[src/rtl/fsmc_read_slave.sv]
// fsmc_read_slave: FPGA-side responder for STM32 FSMC asynchronous read cycles.
// Synchronises the FSMC pins, fetches the addressed word from the register
// file through a request/valid handshake, drives it onto the bus until the MCU
// ends the cycle, and counts completed reads.
//
// Register-file handshake: rd_req is a single-cycle pulse with rd_adr valid in
// that cycle (rd_adr then holds until the next request). rd_valid/rd_data may
// answer in the request cycle itself or any later cycle; a response is only
// accepted while a fetch is outstanding, otherwise it is ignored. If no
// response arrives within TIMEOUT cycles, FILL is driven and timeout_err pulses.
module fsmc_read_slave #(
  parameter int              AW      = 2,
  parameter int              DW      = 8,
  parameter int              TIMEOUT = 15,
  parameter logic [DW-1:0]   FILL    = {DW{1'b1}}
) (
  input  logic          clk,
  input  logic          rst,
  input  logic          aNE,
  input  logic          aNOE,
  input  logic          aNWE,
  input  logic [AW-1:0] aA,
  output logic          rd_req,
  output logic [AW-1:0] rd_adr,
  input  logic [DW-1:0] rd_data,
  input  logic          rd_valid,
  output logic [DW-1:0] d_out,
  output logic          d_oe,
  output logic          timeout_err,
  output logic [7:0]    rd_count
);

  localparam int          TW   = $clog2(TIMEOUT + 1);
  localparam logic [TW-1:0] LAST = TW'(TIMEOUT - 1);

  typedef enum logic [1:0] {
    S_IDLE  = 2'd0,
    S_FETCH = 2'd1,
    S_DRIVE = 2'd2
  } state_t;

  // Control bits ordered {NE, NOE, NWE}; idle bus level is all high.
  logic [2:0]    ctl_meta_q, ctl_sync_q;
  logic [AW-1:0] adr_meta_q, adr_sync_q;
  logic          rd_cond;

  state_t        state_q, state_d;
  logic          rd_req_q, rd_req_d;
  logic [AW-1:0] rd_adr_q, rd_adr_d;
  logic [DW-1:0] d_out_q, d_out_d;
  logic          d_oe_q, d_oe_d;
  logic          timeout_err_q, timeout_err_d;
  logic [7:0]    rd_count_q, rd_count_d;
  logic [TW-1:0] timer_q, timer_d;

  // Two-flop synchronisers for every asynchronous FSMC pin.
  always_ff @(posedge clk or posedge rst) begin
    if (rst) begin
      ctl_meta_q <= 3'b111;
      ctl_sync_q <= 3'b111;
      adr_meta_q <= '0;
      adr_sync_q <= '0;
    end else begin
      ctl_meta_q <= {aNE, aNOE, aNWE};
      ctl_sync_q <= ctl_meta_q;
      adr_meta_q <= aA;
      adr_sync_q <= adr_meta_q;
    end
  end

  // Read cycle: chip selected, output enable low, write enable high.
  assign rd_cond = ~ctl_sync_q[2] & ~ctl_sync_q[1] & ctl_sync_q[0];

  // Next-state and registered-output logic for the read FSM.
  always_comb begin
    state_d       = state_q;
    rd_req_d      = 1'b0;
    rd_adr_d      = rd_adr_q;
    d_out_d       = d_out_q;
    d_oe_d        = d_oe_q;
    timeout_err_d = 1'b0;
    rd_count_d    = rd_count_q;
    timer_d       = timer_q;
    case (state_q)
      S_IDLE: begin
        d_oe_d = 1'b0;
        if (rd_cond) begin
          state_d  = S_FETCH;
          rd_adr_d = adr_sync_q;
          rd_req_d = 1'b1;
          timer_d  = '0;
        end
      end
      S_FETCH: begin
        if (!rd_cond) begin
          // MCU abandoned the cycle: never drive, never count.
          state_d = S_IDLE;
          d_oe_d  = 1'b0;
        end else if (rd_valid) begin
          // Data beats the timeout even when both land in the same cycle.
          d_out_d    = rd_data;
          d_oe_d     = 1'b1;
          rd_count_d = rd_count_q + 8'd1;
          state_d    = S_DRIVE;
        end else if (timer_q == LAST) begin
          d_out_d       = FILL;
          d_oe_d        = 1'b1;
          timeout_err_d = 1'b1;
          rd_count_d    = rd_count_q + 8'd1;
          state_d       = S_DRIVE;
        end else begin
          timer_d = timer_q + TW'(1);
        end
      end
      S_DRIVE: begin
        d_oe_d = 1'b1;
        // Any loss of the read condition (including NWE going low) releases the bus.
        if (!rd_cond) begin
          d_oe_d  = 1'b0;
          state_d = S_IDLE;
        end
      end
      default: begin
        state_d = S_IDLE;
        d_oe_d  = 1'b0;
      end
    endcase
  end

  // State and output registers; async reset drops d_oe immediately.
  always_ff @(posedge clk or posedge rst) begin
    if (rst) begin
      state_q       <= S_IDLE;
      rd_req_q      <= 1'b0;
      rd_adr_q      <= '0;
      d_out_q       <= '0;
      d_oe_q        <= 1'b0;
      timeout_err_q <= 1'b0;
      rd_count_q    <= '0;
      timer_q       <= '0;
    end else begin
      state_q       <= state_d;
      rd_req_q      <= rd_req_d;
      rd_adr_q      <= rd_adr_d;
      d_out_q       <= d_out_d;
      d_oe_q        <= d_oe_d;
      timeout_err_q <= timeout_err_d;
      rd_count_q    <= rd_count_d;
      timer_q       <= timer_d;
    end
  end

  assign rd_req      = rd_req_q;
  assign rd_adr      = rd_adr_q;
  assign d_out       = d_out_q;
  assign d_oe        = d_oe_q;
  assign timeout_err = timeout_err_q;
  assign rd_count    = rd_count_q;

endmodule

[config.mk]
export PLATFORM = sky130hd
export DESIGN_NAME = fsmc_read_slave
export DESIGN_NICKNAME = d
export VERILOG_FILES = /design/src/rtl/fsmc_read_slave.sv
export SDC_FILE = /design/constraint.sdc
export NUM_CORES = 1
export LEC_CHECK = 0
export ABC_AREA = 0
export ABC_CLOCK_PERIOD_IN_PS = 3400
export CAP_MARGIN = 20
export CORE_MARGIN = 2
export CORE_UTILIZATION = 52
export DETAILED_ROUTE_END_ITERATION = 12
export PLACE_DENSITY = 0.83
export RECOVER_POWER = 25
export SYNTH_ARGS = -nofsm -noshare
export SYNTH_HDL_FRONTEND = slang
export SYNTH_SLANG_ARGS = --single-unit
[constraint.sdc]
create_clock -name clk -period 3.4 [get_ports clk]
set_input_delay 0.34 -clock clk [delete_from_list [all_inputs] [get_ports clk]]
set_output_delay 0.34 -clock clk [all_outputs]
set_load 0.01 [all_outputs]
==> metrics, run 1 <==
outcome complete, but fails checks; failing checks max-capacitance violations, max-slew violations; Post-CTS Setup Bufs 0; average wire per standard cell about 17 um; Routed WL approximately 3200 um; sequential fraction of design power 44.3%; register area share after synthesis about three fifths; ranking of synthesized cells by area dfrtp_1 (49%), dfstp_2 (10%), ha_1 (5.6%); post-synth top area share 49.3%; max incr delay on CP 650 ps; Max Cap Viol 1; ys flop type dfrtp_1; first-pass GRT wire length 5080 um; pre-CTS setup slack 1210 ps; Max clock buf depth 2; Post-DP HPWL 2300 um; asr flop ratio synth 100%; Post-Route Skew 9.66 ps; Die Area 3480 um^2; Comb pwr share 33.3%; cell taking the most area after synthesis dfrtp_1; Max FO, Critical Path 15; post-synthesis instance total 117; CTS tree yes; arrival time at the worst endpoint roughly 2400 ps; Critical Path Start Type flop; Final Hold Fails 0; routed vias 1101; # DRC 0; Leak Pwr 0.000901 uW; largest net degree at the start of global routing 38; # rows 19; share of cells above drive strength 1 a little under a fifth; Yosys reg bits 37; Slew headroom -25.2%; period utilisation layout 64.6%; sw power 416 uW; Synth cell types 35; Final GP Congestion 0.737; initial drt markers 36; net switching share of the total power between 30% and 40%; grt total ovfl 0; RSZ-0062 raised after global routing no; Max Slew Vio Count 38; root buf cell clkbuf_4; Worst Hold Class flop to flop; Final min period between 2000 and 2500 ps; Max VDD drop 0.536 mV; die outline width 59.0 um; Total Routing Usage GR 20.3%; Port Buf Inserts 36; Mean Syn Cell Area 13.4 um^2; hold path start adr_meta_q[0]; EDFF count, synth 0; Core Area 2810 um^2; drt first pass iters 4; Power Dens Cells 680 nW/um^2; Post-Layout Cell Count 190; PostCTS Resize Cnt 0; fmax 0.455 GHz; list of most frequent post-synthesis cells dfrtp_1 (31), nand2_1 (9), o22a_2 (8); Mapped Area 1570 um^2; Post-DRT Antenna Nets 0; setup violators final 0; Initial Util 56.1%; Clk Latency, worst-skew pair around 330 ps; vias in the first global route 1084; Post-CTS Hold Buffers 0; total nets after synthesis between 100 and 150; worst path required time approximately 3600 ps; most frequent cell after synthesis dfrtp_1; crit path kind flop to flop; placed instance count 182; final worst slack about 1200 ps; Worst-Margin Slew 1880 ps; Top Ports 37; reg-to-reg startpoint ctl_sync_q[0]; Clock power frac about 22%; total power 1380 uW; Synth warnings 0; crit path cell chain or3b_1, nor3b_4, mux2_2; Num CTS Buffers 5; Critical Path Start ctl_sync_q[0]; ANT cells 0; Area Growth Syn to Fin 29.4%; TNS Setup 0 ps; die extent in y 59.0 um; via-per-instance ratio 5.79; clk slew on worst S/H paths about 110 ps; NumNets Final 181; fin util a little over 70%; total clock sinks 37; CP max-delay cell nor3b_4; initial antenna violation count 0; number of H-tree levels 2; CP Capture Type flop; Int Power 968 uW
==> routing by layer <==
layer  vias to the layer above  part of all wire (%)  track usage [%]
li1                        504                     -                -
met4                         0                   1.2             7.14
met1                       550                    39             23.8
met5                         -                     0                0
met2                        43                    54             35.1
met3                         4                   5.5             6.33
==> through the flow <==
step / instance area [um^2] / hold WS [ps]
after CTS: 2040 / 361
final: 2030 / 350
after global placement: 1950 / 332
after detailed placement: 1950 / 342
after global routing: 2030 / 361
after floorplan: 1570 / 331
==> layout make-up <==
type | instances | area, um^2
Inverter | 5 | 18.8
Tap cell | 31 | 38.8
Clock inverter | 1 | 30.0
Multi-Input combinational cell | 72 | 594
Clock buffer | 7 | 55.1
Fill cell | 199 | 771
Timing Repair Buffer | 37 | 364
Sequential cell | 37 | 933
==> final timing paths <==
check | end | slack, ps | depth (start not counted)
worst min register to register | adr_sync_q[0] | 350 | 0
max in group asynchronous | rd_count[6] | 1220 | 3
worst min-delay path | adr_sync_q[0] | 350 | 0
worst max register to register | rd_count[1] | 1200 | 3
worst max-delay path | rd_count[1] | 1200 | 3
min in group asynchronous | rd_adr[1] | 1100 | 3
==> placed cells by master, fill, tap and decap left out, types with 3 or more instances in the layout <==
cell type / count
a22o_1: 4
dfstp_2: 6
nand2_1: 9
mux2_2: 3
clkbuf_4: 5
nand4_1: 5
clkdlybuf4s50_1: 30
dlygate4sd3_1: 6
dfrtp_1: 31
ha_1: 7
xnor2_1: 4
nand3_1: 4
o22a_2: 8
inv_1: 5
==> flip-flops by register name, summed over array words and instances (netlist names) <==
register and count:
timer_q 4, rd_adr 2, d_oe 1, state_q 2, timeout_err 1, adr_sync_q 2, ctl_sync_q 3, adr_meta_q 2
ctl_meta_q 3, rd_count 8, rd_req 1, d_out 8
==> power groups by stage <==
stage               sequential, uW  combinational (uW)  clock [uW]
finish                         614                 460         310
detailed placement             620                 462           0
global placement               611                 443           0
global route                   625                 498         339
CTS                            612                 467         320
floorplan                      639                 212           0
==> worst max-delay path, delay by kind of cell, from the launching register on <==
family	cells	cell delay, ps
flip-flops	1	540
AND/OR/NAND/NOR	2	1150
multiplexers	1	400
==> kinds of logic after synthesis <==
| kind of cell | count (synthesis) | share of synthesized area [%] |
|---|---|---|
| flip-flops | 37 | 59.3 |
| AND/OR/NAND/NOR | 31 | 12.0 |
| AO/OA/AOI/OAI | 23 | 13.0 |
| buffers and inverters | 8 | 2.86 |
| XOR/XNOR | 7 | 4.38 |
| adder cells (fa/ha/maj) | 7 | 5.57 |
| multiplexers | 4 | 2.78 |
No activity file was read; power rests on OpenSTA's default activity.
==> inputs of run 2 (changes only) <==
Settings changed: ABC_CLOCK_PERIOD_IN_PS 3400 to 1950, CORE_UTILIZATION 52 to 44, PLACE_DENSITY 0.83 to 0.75.
Clock period 3.4 ns to 1.95 ns, I/O delays scaled along.
==> metrics, run 2 (synthesis gave the netlist of run 1 again) <==
outcome completed; Final min period 1880 ps; arrival time at the worst endpoint roughly 2100 ps; Final Instance Area 2070 um^2; initial antenna violation count 0; Max Slew Vio Count 0; Leak Pwr 0.000911 uW; NumNets Final around 180; total clock sinks 37; average wire per standard cell 14.6 um; first-pass GRT wire length 5120 um; Critical Path Start Type flop; Initial Util 46.4%; Worst Hold Class flop to flop; # rows 21; setup violators final 0; CP top delay family compound AO/OA/AOI/OAI gates; die outline width between 60 and 70 um; Area Growth Syn to Fin 31.7%; Clk Latency, worst-skew pair 340 ps; Max FO, Critical Path 6; CP max-delay cell dfrtp_1; Top Ports 37; vias in the first global route 1167; max incr delay on CP 430 ps; ANT cells 0; fmax 0.531 GHz; storage element area between 900 and 1000 um^2; routed vias 1066; fillcell total 283; Max clock buf depth 2; Routed WL approximately 3000 um; Final Hold Fails 0; Post-Route Skew 8.13 ps; crit path kind flop to flop; drt first pass iters 6; Worst-Margin Slew 878 ps; Num CTS Buffers 5; Port Buf Inserts 36; Total Routing Usage GR 16.4%; Core Area 3390 um^2; share of cells above drive strength 1 21.7%; CTS tree yes; Post-DRT Antenna Nets 0; most common cell after layout, fill and taps aside dfrtp_1; clk slew on worst S/H paths 120 ps; Max VDD drop 0.691 mV; most frequent cells in the layout dfrtp_1 (31), clkdlybuf4s50_1 (30), nand2_1 (9), o22a_2 (8), ha_1 (7); multi-input logic area 598 um^2; # DRC 0; Slew headroom 41.4%; Final GP Congestion 0.753; die extent in y 63.8 um; largest net degree at the start of global routing 38; Power Dens Cells 1160 nW/um^2; Die Area around 4000 um^2; number of H-tree levels 2; grt total ovfl 0; Max Cap Viol 0; Post-CTS Hold Buffers 0; DP Area approximately 2000 um^2; initial drt markers 65; CP Capture Type flop; Post-DP HPWL 2160 um; Min Hold Slack 361 ps; crit path cell chain inv_1, ha_1, a31oi_4, mux2i_2, a21o_2, a211o_1; worst path bufs/invs 1; via-per-instance ratio slightly above 5; period utilisation layout ~97%; root buf cell clkbuf_4; worst path required time approximately 2200 ps
[run 2: changes by cell type in the layout (fill, tap and decap cells not counted)]
cell / before / now
buf_4: 0 / 2
clkbuf_2: 0 / 1
clkinv_4: 0 / 1
clkbuf_8: 1 / 0
mux2i_2: 0 / 1
clkinvlp_4: 0 / 1
clkbuf_1: 2 / 0
mux2i_1: 1 / 0
[run 2: path summary, 6_finish.rpt]
kind / from / to / slack, ps / cells after the start
worst max-delay path: timer_q[0] / timer_q[3] / 70 / 6
worst min-delay path: adr_meta_q[1] / adr_sync_q[1] / 360 / 0
worst max register to register: timer_q[0] / timer_q[3] / 70 / 6
worst min register to register: adr_meta_q[1] / adr_sync_q[1] / 360 / 0
max in group asynchronous: rst / rd_count[3] / 860 / 3
min in group asynchronous: rst / rd_req / 540 / 3
[run 2: metrics by stage]
stage / power [uW] / cells / util [%] / setup TNS [ps] / worst slack, ps
floorplan: 1480 / 117 / - / 0 / 209
global placement: 1830 / 199 / 58.6 / 0 / 119
detailed placement: 1880 / 199 / 58.6 / 0 / 42.5
CTS: 2420 / 207 / 61.1 / 0 / 13.9
global route: 2560 / 207 / 61.1 / -10.2 / -10.2
finish: 2410 / 207 / 61.1 / 0 / 67.5
[run 2: repair_timing]
action                     CTS  global route
resized for setup            0             1
setup endpoints to repair    0             3
buffers inserted             0             0
[run 2: layer usage]
| layer | GRT usage, % | part of all wire (%) | routed length [um] |
|---|---|---|---|
| met2 | 28.4 | 51 | 1540 |
| met5 | 0 | 0 | 0 |
| met3 | 5.99 | 3.9 | 118 |
| met1 | 18.5 | 43 | 1310 |
| met4 | 5.98 | 1.6 | 48 |
[run 2: where the power goes]
| group | switching (uW) | internal, uW | total (uW) | leakage (uW) |
|---|---|---|---|---|
| Combinational | 354 | 458 | 812 | 0.000409 |
| Sequential | 126 | 934 | 1060 | 0.000461 |
| Clock | 264 | 271 | 535 | 0.0000414 |
| Total | 743 | 1660 | 2410 | 0.000911 |
[run 2: layout make-up]
cell class / instances / area share [%]
flip-flops and latches: 37 / 45.0
multi-input cells: 72 / 28.9
repair buffers: 39 / 18.4
well taps: 46 / 2.78
clock inverters: 3 / 2.23
clock buffers: 5 / 1.81
inverters: 5 / 0.906
==> inputs of run 3 (changes only) <==
Settings changed: PLACE_DENSITY 0.75 to 0.78.
==> metrics, run 3 (synthesis gave the netlist of run 1 again) <==
hold depth 0; routed vias between 1000 and 1500; total clock sinks 37; fillcell total 276; Total Routing Usage GR 16.6%; TNS Setup 0 ps; Reg-to-Reg End timer_q[3]; Post-DP HPWL 2220 um; CP Capture Type flop; initial drt markers 40; Port Buf Inserts 36; vias in the first global route 1151; die extent in y 63.8 um; Max VDD drop 0.544 mV; Post-Route Skew 13.3 ps; Initial Util 46.4%; setup violators final 0; root buf cell clkbuf_4; Leak Pwr 0.000905 uW; worst hold path endpoint adr_sync_q[0]; Num CTS Buffers 5; worst path bufs/invs 1; crit path kind flop to flop; share of cells above drive strength 1 22.2%; die outline width 63.8 um; via-per-instance ratio 5.25; most frequent cells in the layout dfrtp_1 (31), clkdlybuf4s50_1 (30), nand2_1 (9), o22a_2 (8), ha_1 (7); drt first pass iters 4; crit path cell chain inv_1, ha_1, a31oi_4, mux2i_2, a21o_2, a211o_1; most common cell after layout, fill and taps aside dfrtp_1; Post-DRT Antenna Nets 0; RSZ-0062 raised after global routing no; average wire per standard cell approximately 14 um; worst path required time 2200 ps; Max clock buf depth 2; Core Area 3390 um^2; Routed WL 2950 um; worst reg2reg path depth 6; r2r setup slk between 80 and 90 ps; CP max-delay cell dfrtp_1; Max FO, Critical Path 6; Clk Latency, worst-skew pair 350 ps; Power Dens Cells 1100 nW/um^2; Die Area 4070 um^2; Final min period roughly 1900 ps; CP top delay family compound AO/OA/AOI/OAI gates; NumNets Final 184; arrival time at the worst endpoint 2110 ps; Max Slew Vio Count 0; hold path start adr_meta_q[0]; number of H-tree levels 2; # rows 21; Area Growth Syn to Fin 30.4%; reg-to-reg startpoint timer_q[0]; fmax 0.537 GHz; Max Cap Viol 0; # DRC 0; final worst slack 88.6 ps; outcome completed; Final Hold Fails 0; Top Ports 37; clk slew on worst S/H paths 120 ps; first-pass GRT wire length 5130 um; Final GP Congestion approximately 0.83; Worst-Margin Slew between 800 and 900 ps; fin util between 60% and 70%; Critical Path Start Type flop; CTS tree yes; ANT cells 0; pre-CTS setup slack 8.00 ps; Slew headroom a little over two fifths; Worst Hold Class flop to flop; max incr delay on CP 440 ps; largest net degree at the start of global routing 38; Min Hold Slack ~360 ps; initial antenna violation count 0; period utilisation layout a little over nine tenths; grt total ovfl 0
==> run 3: cell type report <==
type                            count  area, um^2  share of cell area (%)
Clock buffer                        5        37.5                    1.83
Timing Repair Buffer               40         388                    18.9
Multi-Input combinational cell     72         598                    29.2
Tap cell                           46        57.6                    2.81
Sequential cell                    37         933                    45.5
Inverter                            5        18.8                   0.915
Clock inverter                      3        17.5                   0.854
==> run 3: per-layer routing <==
layer	vias to the layer above	part of all wire [%]	GRT usage [%]
li1	509	-	-
met1	536	39	18.5
met2	42	52	27.6
met3	4	8.0	7.75
met4	0	1.0	5.98
met5	-	0	0
==> run 3: how the worst max path moves through the flow <==
stage | from | to | depth (start not counted)
2_1_floorplan | timer_q[0] | timer_q[3] | 6
3_3_place_gp | timer_q[0] | timer_q[3] | 6
3_5_place_dp | timer_q[0] | timer_q[3] | 6
4_1_cts | timer_q[0] | timer_q[3] | 6
5_1_grt | timer_q[0] | timer_q[3] | 6
6_report | timer_q[0] | timer_q[3] | 6
==> run 3: timing repair <==
action | 4_1_cts | 5_1_grt
gates resized for setup | 1 | 0
setup endpoints to repair | 1 | 1
pin swaps | 0 | 1
hold buffers | 0 | 0
buffers inserted | 0 | 1
==> run 3: metrics by stage <==
step | instance area, um^2 | cells | total power [uW]
after floorplan | 1570 | 117 | 1480
after global placement | 1990 | 199 | 1830
after detailed placement | 1990 | 199 | 1880
after CTS | 2050 | 207 | 2280
after global routing | 2050 | 208 | 2410
final | 2050 | 208 | 2260
==> run 3: report_power, final <==
| group | switching, uW | leakage (uW) | internal [uW] |
|---|---|---|---|
| registers | 124 | 0.000461 | 934 |
| clock network | 254 | 0.0000310 | 136 |
| logic | 352 | 0.000414 | 458 |
